$ cat config.mk
export PLATFORM = sky130hd
export DESIGN_NAME = spi_buf_flat
export DESIGN_NICKNAME = d
export VERILOG_FILES = /design/src/rtl/spi_buf_pkg.sv /design/src/rtl/spi_buf_if.sv /design/src/rtl/spi_buf_fifo.sv /design/src/rtl/spi_buf.sv /design/src/flat_wrapper.sv
export SDC_FILE = /design/constraint.sdc
export NUM_CORES = 1
export LEC_CHECK = 0
export BUFFER_PORTS_ARGS = -buffer_cell sky130_fd_sc_hd__buf_2
export CORE_ASPECT_RATIO = 0.7
export CORE_UTILIZATION = 45
export CTS_CLUSTER_DIAMETER = 120
export DETAILED_ROUTE_END_ITERATION = 6
export GPL_ROUTABILITY_DRIVEN = 0
export PLACE_DENSITY = 0.69
export RECOVER_POWER = 100
export SLEW_MARGIN = 20
export SYNTH_ARGS = -nofsm -noshare
export SYNTH_HDL_FRONTEND = slang
export SYNTH_HIERARCHICAL = 1
export SYNTH_SLANG_ARGS = --single-unit
$ cat constraint.sdc
create_clock -name clk -period 2.45 [get_ports clk]
set_input_delay 0.3675 -clock clk [delete_from_list [all_inputs] [get_ports clk]]
set_output_delay 0.3675 -clock clk [all_outputs]
set_load 0.005 [all_outputs]
$ cat src/rtl/spi_buf_pkg.sv
// spi_buf shared definitions: default geometry and error flag bit positions.
// Watermark interrupts are enabled with `define SPI_BUF_WMARK_EN.
package spi_buf_pkg;

    localparam int DEPTH_DEF = 16;
    localparam int AW_DEF    = 4;

    localparam int ERR_W      = 4;
    localparam int ERR_TX_OVF = 0;
    localparam int ERR_TX_UDF = 1;
    localparam int ERR_RX_OVF = 2;
    localparam int ERR_RX_UDF = 3;

endpackage

$ cat src/rtl/spi_buf_if.sv
// Byte handshake between spi_buf and spi_master.
// slave is the buffer side, master is the spi_master side.
interface spi_buf_if;

    logic       tx_buf_vld;
    logic [7:0] tx_buf_byte;
    logic       tx_buf_req;
    logic       rx_buf_vld;
    logic       rx_buf_req;
    logic [7:0] rx_buf_byte;

    modport master (
        input  tx_buf_vld,
        input  tx_buf_byte,
        input  rx_buf_vld,
        output tx_buf_req,
        output rx_buf_req,
        output rx_buf_byte
    );

    modport slave (
        output tx_buf_vld,
        output tx_buf_byte,
        output rx_buf_vld,
        input  tx_buf_req,
        input  rx_buf_req,
        input  rx_buf_byte
    );

endinterface

$ cat src/rtl/spi_buf_fifo.sv
// Synchronous byte FIFO with level counter, full/empty flags
// and single-cycle overflow/underflow pulses.
module spi_buf_fifo
    import spi_buf_pkg::*;
#(
    parameter int DEPTH = DEPTH_DEF,
    parameter int AW    = AW_DEF
) (
    input  logic          clk,
    input  logic          rst,
    input  logic          flush,
    input  logic          wr_en,
    input  logic [7:0]    wr_data,
    input  logic          rd_en,
    output logic [7:0]    rd_data,
    output logic [AW:0]   level,
    output logic          full,
    output logic          empty,
    output logic          ovf,
    output logic          udf
);

    logic [7:0]    mem [DEPTH];
    logic [AW-1:0] wr_ptr;
    logic [AW-1:0] rd_ptr;
    logic          do_wr;
    logic          do_rd;

    assign full    = (level == (AW+1)'(DEPTH));
    assign empty   = (level == '0);
    assign rd_data = mem[rd_ptr];

    // A pop on a full FIFO frees the slot the same-cycle push uses.
    assign do_rd = rd_en && !empty;
    assign do_wr = wr_en && (!full || do_rd);
    assign ovf   = wr_en && !do_wr;
    assign udf   = rd_en && empty;

    always_ff @(posedge clk) begin
        if (rst || flush) begin
            wr_ptr <= '0;
            rd_ptr <= '0;
            level  <= '0;
        end else begin
            if (do_wr)
                wr_ptr <= wr_ptr + AW'(1);
            if (do_rd)
                rd_ptr <= rd_ptr + AW'(1);
            unique case ({do_wr, do_rd})
                2'b10:   level <= level + (AW+1)'(1);
                2'b01:   level <= level - (AW+1)'(1);
                default: level <= level;
            endcase
        end
    end

    always_ff @(posedge clk) begin
        if (do_wr && !flush && !rst)
            mem[wr_ptr] <= wr_data;
    end

endmodule

$ cat src/rtl/spi_buf.sv
// TX/RX byte buffering in front of spi_master, with sticky errors.
// Define SPI_BUF_WMARK_EN to add tx_wmark/rx_wmark level interrupts.
module spi_buf
    import spi_buf_pkg::*;
#(
    parameter int DEPTH = DEPTH_DEF,
    parameter int AW    = AW_DEF
) (
    input  logic             clk,
    input  logic             rst,
    input  logic             flush,
    input  logic             err_clr,
    input  logic             tx_wr_en,
    input  logic [7:0]       tx_wr_data,
    output logic             tx_full,
    output logic [AW:0]      tx_level,
    input  logic             rx_rd_en,
    output logic [7:0]       rx_rd_data,
    output logic             rx_empty,
    output logic [AW:0]      rx_level,
`ifdef SPI_BUF_WMARK_EN
    input  logic [AW:0]      tx_wmark,
    input  logic [AW:0]      rx_wmark,
`endif
    output logic [ERR_W-1:0] err_status,
    output logic             tx_irq,
    output logic             rx_irq,
    spi_buf_if.slave         spi
);

    logic       tx_empty;
    logic       tx_ovf;
    logic       tx_udf;
    logic       rx_full;
    logic       rx_ovf;
    logic       rx_udf;
    logic [7:0] rx_head;
    logic [ERR_W-1:0] err_set;

    spi_buf_fifo #(.DEPTH(DEPTH), .AW(AW)) u_tx (
        .clk     (clk),
        .rst     (rst),
        .flush   (flush),
        .wr_en   (tx_wr_en),
        .wr_data (tx_wr_data),
        .rd_en   (spi.tx_buf_req),
        .rd_data (spi.tx_buf_byte),
        .level   (tx_level),
        .full    (tx_full),
        .empty   (tx_empty),
        .ovf     (tx_ovf),
        .udf     (tx_udf)
    );

    spi_buf_fifo #(.DEPTH(DEPTH), .AW(AW)) u_rx (
        .clk     (clk),
        .rst     (rst),
        .flush   (flush),
        .wr_en   (spi.rx_buf_req),
        .wr_data (spi.rx_buf_byte),
        .rd_en   (rx_rd_en),
        .rd_data (rx_head),
        .level   (rx_level),
        .full    (rx_full),
        .empty   (rx_empty),
        .ovf     (rx_ovf),
        .udf     (rx_udf)
    );

    assign spi.tx_buf_vld = !tx_empty;
    assign spi.rx_buf_vld = !rx_full;

    always_comb begin
        err_set             = '0;
        err_set[ERR_TX_OVF] = tx_ovf;
        err_set[ERR_TX_UDF] = tx_udf;
        err_set[ERR_RX_OVF] = rx_ovf;
        err_set[ERR_RX_UDF] = rx_udf;
    end

    // A fresh error in the clear cycle still lands in the flags.
    always_ff @(posedge clk) begin
        if (rst)
            err_status <= '0;
        else if (err_clr)
            err_status <= err_set;
        else
            err_status <= err_status | err_set;
    end

    always_ff @(posedge clk) begin
        if (rst)
            rx_rd_data <= 8'h00;
        else if (rx_rd_en && !rx_empty && !flush)
            rx_rd_data <= rx_head;
    end

`ifdef SPI_BUF_WMARK_EN
    always_ff @(posedge clk) begin
        if (rst) begin
            tx_irq <= 1'b0;
            rx_irq <= 1'b0;
        end else begin
            tx_irq <= (tx_level <= tx_wmark);
            rx_irq <= (rx_level >= rx_wmark)
                   && (rx_wmark != '0);
        end
    end
`else
    assign tx_irq = 1'b0;
    assign rx_irq = 1'b0;
`endif

endmodule
$ cat src/flat_wrapper.sv
// flat-port wrapper written by rule: the top's interface ports become plain ports
module spi_buf_flat import spi_buf_pkg::*;
#(
    parameter int DEPTH = DEPTH_DEF,
    parameter int AW    = AW_DEF
)
  (clk, rst, flush, err_clr, tx_wr_en, tx_wr_data, tx_full, tx_level, rx_rd_en, rx_rd_data, rx_empty, rx_level, err_status, tx_irq, rx_irq, spi_tx_buf_vld, spi_tx_buf_byte, spi_rx_buf_vld, spi_tx_buf_req, spi_rx_buf_req, spi_rx_buf_byte);
  spi_buf_if spi_i ();
  input  logic clk;
  input  logic rst;
  input  logic flush;
  input  logic err_clr;
  input  logic tx_wr_en;
  input  logic [7:0] tx_wr_data;
  output logic tx_full;
  output logic [AW:0] tx_level;
  input  logic rx_rd_en;
  output logic [7:0] rx_rd_data;
  output logic rx_empty;
  output logic [AW:0] rx_level;
  output logic [ERR_W-1:0] err_status;
  output logic tx_irq;
  output logic rx_irq;
  output wire logic [$bits(spi_i.tx_buf_vld)-1:0] spi_tx_buf_vld;
  output wire logic [$bits(spi_i.tx_buf_byte)-1:0] spi_tx_buf_byte;
  output wire logic [$bits(spi_i.rx_buf_vld)-1:0] spi_rx_buf_vld;
  input wire logic [$bits(spi_i.tx_buf_req)-1:0] spi_tx_buf_req;
  input wire logic [$bits(spi_i.rx_buf_req)-1:0] spi_rx_buf_req;
  input wire logic [$bits(spi_i.rx_buf_byte)-1:0] spi_rx_buf_byte;
  assign spi_tx_buf_vld = spi_i.tx_buf_vld;
  assign spi_tx_buf_byte = spi_i.tx_buf_byte;
  assign spi_rx_buf_vld = spi_i.rx_buf_vld;
  assign spi_i.tx_buf_req = spi_tx_buf_req;
  assign spi_i.rx_buf_req = spi_rx_buf_req;
  assign spi_i.rx_buf_byte = spi_rx_buf_byte;
  spi_buf #(.DEPTH(DEPTH), .AW(AW)) u_core (.clk(clk), .rst(rst), .flush(flush), .err_clr(err_clr), .tx_wr_en(tx_wr_en), .tx_wr_data(tx_wr_data), .tx_full(tx_full), .tx_level(tx_level), .rx_rd_en(rx_rd_en), .rx_rd_data(rx_rd_data), .rx_empty(rx_empty), .rx_level(rx_level), .err_status(err_status), .tx_irq(tx_irq), .rx_irq(rx_irq), .spi(spi_i));
endmodule
==> flow_metrics.py, run 1 <==
metrics = {
    "run_status": {
        "outcome": "finished, violations left",
        "violations": "setup timing",
    },
    "drt": {
        "wirelength_um": 25800,
        "dr_total_vias": 6868,
        "drtIter0Drc": 656,
        "first_pass_iters": 5,
        "ant_nets": 0,
        "drcViolationCount": 0,
        "wl_per_cell_um": 21.0,
        "via_per_inst": 5.60,
    },
    "yosys": {
        "synth_ff_type": "edfxtp_1",
        "synth_top_area_share_pct": 62.6,
        "muxShareOfSynthArea_pct": 13.2,
        "synth_area_leaders": "edfxtp_1, mux4_2, dfxtp_1, a22oi_1, nor2_1",
        "synth_largest_area_cell": "edfxtp_1",
        "synthAdderAreaFrac_pct": 1.95,
        "synthDistinctLibCells": 49,
        "synth_top_family_by_area": "multiplexers",
        "synth_simple_gate_area_share_pct": 7.62,
        "seq_area_frac_synth_pct": 70.0,
        "yosys_warnings": 6,
        "syn_inst": 721,
        "async_reset_ff_share_pct": 0,
        "yosys_register_bits": 302,
        "synthesis.area_mm2": 0.0123,
        "syn_area_per_cell_um2": 17.0,
        "synth-xor-area-share_pct": 0.570,
        "synth_compound_area_share_pct": 4.62,
        "synth_edf_count": 256,
    },
    "floorplanning": {
        "fp.dieW_um": 200,
        "initial_core_util_pct": 45.9,
        "io_pins": 60,
        "num_rows": 50,
        "die_h_um": 140,
        "core_mm2": 0.0268,
        "dieArea_mm2": 0.0280,
    },
    "setup_path": {
        "critical_path_required_ns": 2.08,
        "critPathSlowestCell": "mux4_2",
        "critPathMaxFanout": 8,
        "cp.arrival_ns": 2.17,
        "crit_path_end_kind": "output port",
        "crit_type": "flip-flop to output port",
        "crit_family": "multiplexers",
        "cp_slowest_stage_delay_ns": 0.55,
        "crit_buf_inv": 2,
        "worstPathCellList": "buf_12, mux4_2, a22oi_2, nand2_1, buf_2",
        "start_kind": "flip-flop",
    },
    "power": {
        "p_clk_share_pct": 42.4,
        "p_leak_nw": 4.71,
        "p_int_mw": 8.39,
        "finalPower_mw": 10.5,
        "p_seq_share_pct": 53.5,
        "p_sw_share_pct": 20.0,
        "ir_drop_mv": 0.515,
        "power_density_mw_per_mm2": 732,
        "switchingPower_mw": 2.10,
        "combPwrFrac_pct": 4.2,
    },
    "clocking": {
        "clock_path_buffers": 3,
        "ctsHoldBuffers": 0,
        "tritoncts.num_buffers": 29,
        "htreeDepth": 1,
        "cts_tree": "yes",
        "ctsRootBufferMaster": "clkbuf_16",
        "insertion_delay_ns": 0.55,
        "clock-sinks": 302,
        "clk_pin_slew_worst_paths_ns": 0.06,
    },
    "finish": {
        "stdcell_area_mm2": 0.0143,
        "final-seq-area_mm2": 0.00861,
        "area_delta_synth_final_pct": 16.6,
        "fill_cells": 2173,
        "multiInputGateArea_mm2": 0.00348,
        "layout.nets": 882,
        "diodes": 0,
        "drive_above_1_share_pct": 25.8,
    },
    "global_route": {
        "grtUsageTotal_pct": 18.9,
        "grtUsageMet3_pct": 3.66,
        "met2_usage_pct": 25.1,
        "antenna_found_initial": 0,
        "grt_max_degree": 33,
        "gr-usage-met1_pct": 31.8,
        "grt_pass1_vias": 6553,
        "grt_overflow": 0,
        "grt_pass1_wl_um": 39400,
        "busiest_layer": "met1",
    },
    "sta": {
        "setup_viol": 9,
        "rsz0062_at_grt": "true",
        "fmax_mhz": 394,
        "drv_slew": 0,
        "hold_violations": 0,
        "fin_crit_ns": 2.54,
        "fin_skew_ns": 0.0194,
        "worst_pin_slew_ns": 1.01,
        "fin_ws_ns": -0.0872,
        "max_slew_margin_pct": 32.0,
        "post-route-period-util_pct": 104,
    },
    "placed_design": {
        "dp_hpwl_um": 16600,
        "io_buffer_count": 57,
        "dpl-instance-area_mm2": 0.0134,
    },
    "flow_run": {
        "drv_cap": 0,
    },
    "worst_hold_path": {
        "min_path_type": "primary input to flip-flop",
    },
}
## sequential cells by signal, indices dropped and copies added, names as in the netlist, named ones only
name,flops
u_core/u_tx/rd_ptr,4
u_core/u_tx/level,5
u_core/u_rx/rd_ptr,4
u_core/u_tx/wr_ptr,4
u_core/u_rx/level,5
u_core/rx_rd_data,8
u_core/u_rx/wr_ptr,4
u_core/u_tx/mem,128
u_core/u_rx/mem,128
u_core/err_status,4
## cells by family (layout without fill, tap and decap cells)
kind of cell / Yosys count / count (layout)
AO/OA/AOI/OAI: 74 / 74
XOR/XNOR: 8 / 8
adder cells (fa/ha/maj): 18 / 18
buffers and inverters: 55 / 195
flip-flops: 302 / 302
multiplexers: 82 / 82
other: 1 / 2
AND/OR/NAND/NOR: 181 / 181
## layer usage
layer / vias up / share of wire, %
li1: 3081 / -
met1: 3476 / 49
met2: 270 / 41
met3: 41 / 8.6
met4: 0 / 1.6
met5: - / 0
## final timing paths
kind | start | endpoint | slack [ns] | cells past startpoint
worst min-delay path | err_clr | u_core/err_status[0]$_SDFF_PP0_ | 0.11 | 3
worst max-delay path | flip-flop | spi_tx_buf_byte[6] | -0.09 | 5
worst min register to register | u_core/err_status[0]$_SDFF_PP0_ | u_core/err_status[0]$_SDFF_PP0_ | 0.47 | 2
worst max register to register | u_core/u_rx/level[3]$_SDFFE_PP0P_ | u_core/u_rx/level[4]$_SDFFE_PP0P_ | -0.02 | 8
## power by group through the flow
stage	clock, mW	combinational (mW)	sequential [mW]
4_1_cts	4.54	0.461	5.61
3_5_place_dp	0	0.446	5.72
6_report	4.44	0.437	5.61
5_1_grt	4.74	0.482	5.61
3_3_place_gp	0	0.437	5.72
2_1_floorplan	0	0.242	5.72
## timing repair
item                                    in CTS  in global routing
pin swaps                                   10                 11
gates resized for setup                     12                 12
endpoints found under the setup margin       8                 11
buffers inserted                             1                  4
cloned                                       3                  0
## synth_stat cells, drive strengths merged (4+ instances only)
library cell  instances
xnor2                 4
a22oi                32
mux2i                16
nor3                 10
mux4                 64
a21o                  4
a2111oi               4
nand2                30
buf                  15
clkbuf               18
o21ai                 6
a31oi                 4
a21oi                 8
nand3                10
nor4                  6
o211ai                4
o31ai                 6
or4                   6
nand4                 8
or2                   4
nand2b               24
xor2                  4
ha                   16
edfxtp              256
nor2                 66
dfxtp                46
inv                  22
nor2b                10
## stage by stage
| stage | cells | worst slack [ns] | TNS [ns] | hold WS (ns) | utilization [%] |
|---|---|---|---|---|---|
| global route | 1226 | -0.143 | -7.83 | 0.119 | 53.5 |
| finish | 1226 | -0.0872 | -0.562 | 0.111 | 53.5 |
| floorplan | 722 | 0.129 | 0 | 0.465 | - |
| detailed placement | 1166 | 0.0973 | 0 | 0.462 | 49.9 |
| global placement | 1166 | 0.161 | 0 | 0.456 | 49.9 |
| CTS | 1223 | -0.104 | -0.730 | 0.0907 | 53.9 |
## layout by cell type (no fill, tap or decap), drive strengths merged, types with 4 or more instances in the layout
cell type	instances
nor2b	10
clkinv	5
xor2	4
nand4	8
edfxtp	256
a22oi	32
nor2	66
o211ai	4
dfxtp	46
nor3	10
nor4	6
nand3	10
nand2b	24
or4	6
bufinv	4
a21o	4
or2	4
a21oi	8
o21ai	6
mux4	64
ha	16
a31oi	4
nand2	30
o31ai	6
mux2i	16
buf	62
a2111oi	4
xnor2	4
clkbuf	99
inv	23
## layout make-up
| cell class | count | area share (%) |
|---|---|---|
| inverters | 22 | 0.594 |
| multi-input cells | 365 | 24.3 |
| well taps | 364 | 3.18 |
| clock inverters | 12 | 1.16 |
| clock buffers | 41 | 5.45 |
| flip-flops and latches | 302 | 60.1 |
| repair buffers | 120 | 5.19 |
## tightest hold or removal path, stage by stage
cell	delay, ns
buf_2	0.09
nand2b_1	0.09
a21oi_1	0.06
(Power assumes the default switching activity.)
==> run 2, diff against run 1 <==
SKIP_CTS_REPAIR_TIMING = 1   (was not set)
==> flow_metrics.py, run 2 (synthesis gave the netlist of run 1 again) <==
metrics = {
    "run_status": {
        "outcome": "finished, violations left",
        "violations": "setup timing",
    },
    "sta": {
        "drv_slew": 0,
        "post-route-period-util_pct": 103,
        "max_slew_margin_pct": 32.3,
        "rsz0062_at_grt": "true",
        "setup_viol": 9,
        "fmax_mhz": 398,
        "hold_violations": 0,
        "fin_skew_ns": 0.0168,
        "fin_ws_ns": -0.0620,
        "worst_pin_slew_ns": 1.01,
        "finalSetupTns_ns": -0.299,
        "fin_crit_ns": 2.51,
    },
    "clocking": {
        "clk_pin_slew_worst_paths_ns": 0.06,
        "htreeDepth": 1,
        "clock-sinks": 302,
        "insertion_delay_ns": 0.54,
        "ctsRootBufferMaster": "clkbuf_16",
        "clock_path_buffers": 3,
        "tritoncts.num_buffers": 29,
        "cts_tree": "yes",
    },
    "finish": {
        "drive_above_1_share_pct": 26.0,
        "layout.nets": 882,
        "layout_common_cells": "edfxtp_1, nor2_1, mux4_2",
        "top_regs": "u_core/u_rx/mem (128), u_core/u_tx/mem (128), u_core/rx_rd_data (8)",
        "diodes": 0,
        "stdcell_area_mm2": 0.0143,
        "final_common_cell": "edfxtp_1",
        "fill_cells": 2177,
        "area_delta_synth_final_pct": 16.5,
    },
    "drt": {
        "first_pass_iters": 4,
        "wirelength_um": 25700,
        "ant_nets": 0,
        "drtIter0Drc": 557,
        "dr_total_vias": 6836,
        "via_per_inst": 5.58,
        "drcViolationCount": 0,
        "wl_per_cell_um": 20.9,
    },
    "setup_path": {
        "start_kind": "flip-flop",
        "crit_buf_inv": 2,
        "crit_path_end_kind": "output port",
        "worstPathCellList": "clkbuf_16, mux4_2, a22oi_1, nand2_1, buf_2",
        "critical_path_required_ns": 2.08,
        "crit_family": "multiplexers",
        "critPathMaxFanout": 8,
        "cp_slowest_stage_delay_ns": 0.53,
        "cp.arrival_ns": 2.14,
        "critPathSlowestCell": "mux4_2",
        "crit_type": "flip-flop to output port",
    },
    "floorplanning": {
        "initial_core_util_pct": 45.9,
        "io_pins": 60,
        "num_rows": 50,
        "core_mm2": 0.0268,
        "dieArea_mm2": 0.0280,
        "fp.dieW_um": 200,
        "die_h_um": 140,
    },
    "power": {
        "p_leak_nw": 4.71,
        "power_density_mw_per_mm2": 733,
        "ir_drop_mv": 0.510,
    },
    "global_route": {
        "busiest_layer": "met1",
        "met2_usage_pct": 25.0,
        "grt_overflow": 0,
        "grt_pass1_wl_um": 38700,
        "gr-usage-met1_pct": 31.1,
        "grt_pass1_vias": 6491,
        "grt_max_degree": 33,
        "grtUsageTotal_pct": 18.5,
        "antenna_found_initial": 0,
        "grtUsageMet3_pct": 3.27,
    },
    "flow_run": {
        "drv_cap": 0,
    },
    "placed_design": {
        "io_buffer_count": 57,
        "dpl-instance-area_mm2": 0.0134,
        "dp_hpwl_um": 16600,
    },
    "worst_hold_path": {
        "min_path_type": "primary input to flip-flop",
    },
}
run 2: cell types whose count changed in the layout (fill, tap and decap cells not counted):
cell,change
clkbuf_16,+2
clkbuf_1,-1
buf_6,+1
buf_4,+1
buf_12,-1
nor2b_1,-1
buf_16,-2
nor2b_2,+1
run 2: final timing paths:
kind	from	slack, ns	cells past startpoint	end
max	flip-flop	-0.06	5	spi_tx_buf_byte[7]
min	err_clr	0.11	3	u_core/err_status[0]$_SDFF_PP0_
max reg2reg	u_core/u_rx/level[3]$_SDFFE_PP0P_	-0.06	8	u_core/u_rx/level[4]$_SDFFE_PP0P_
min reg2reg	u_core/rx_rd_data[4]$_SDFFE_PP0P_	0.47	2	u_core/rx_rd_data[4]$_SDFFE_PP0P_
run 2: area by class of cell:
cell class / count / area, µm² / share of cell area, %
inverter: 22 / 85.1 / 0.594
clock buffer: 41 / 781 / 5.45
clock inverter: 12 / 166 / 1.16
multi-input combinational: 365 / 3490 / 24.3
timing repair buffer: 120 / 733 / 5.12
tap: 364 / 455 / 3.18
sequential: 302 / 8610 / 60.1
run 2: tightest hold or removal path, stage by stage:
cell and delay [ns]:
buf_2 0.09, nand2b_1 0.09, a21oi_1 0.06
run 2: report_power, final:
part	switching [mW]	internal [mW]	total, mW
clock network	1.81	2.64	4.45
logic	0.274	0.162	0.435
registers	0.0153	5.59	5.61
total	2.10	8.39	10.5
run 2: through the flow:
step	power, mW	instances	worst slack, ns	hold WS, ns	util (%)
finish	10.5	1226	-0.0620	0.114	53.5
global route	10.8	1226	-0.122	0.119	53.5
CTS	10.6	1219	-0.212	0.0907	53.4
detailed placement	6.16	1166	0.0973	0.462	49.9
global placement	6.15	1166	0.161	0.456	49.9
floorplan	5.96	722	0.129	0.465	-
run 2: per-layer routing:
layer,vias up,share of wire (%)
li1,3077,-
met1,3514,50
met2,211,41
met3,34,7.2
met4,0,1.5
met5,-,0
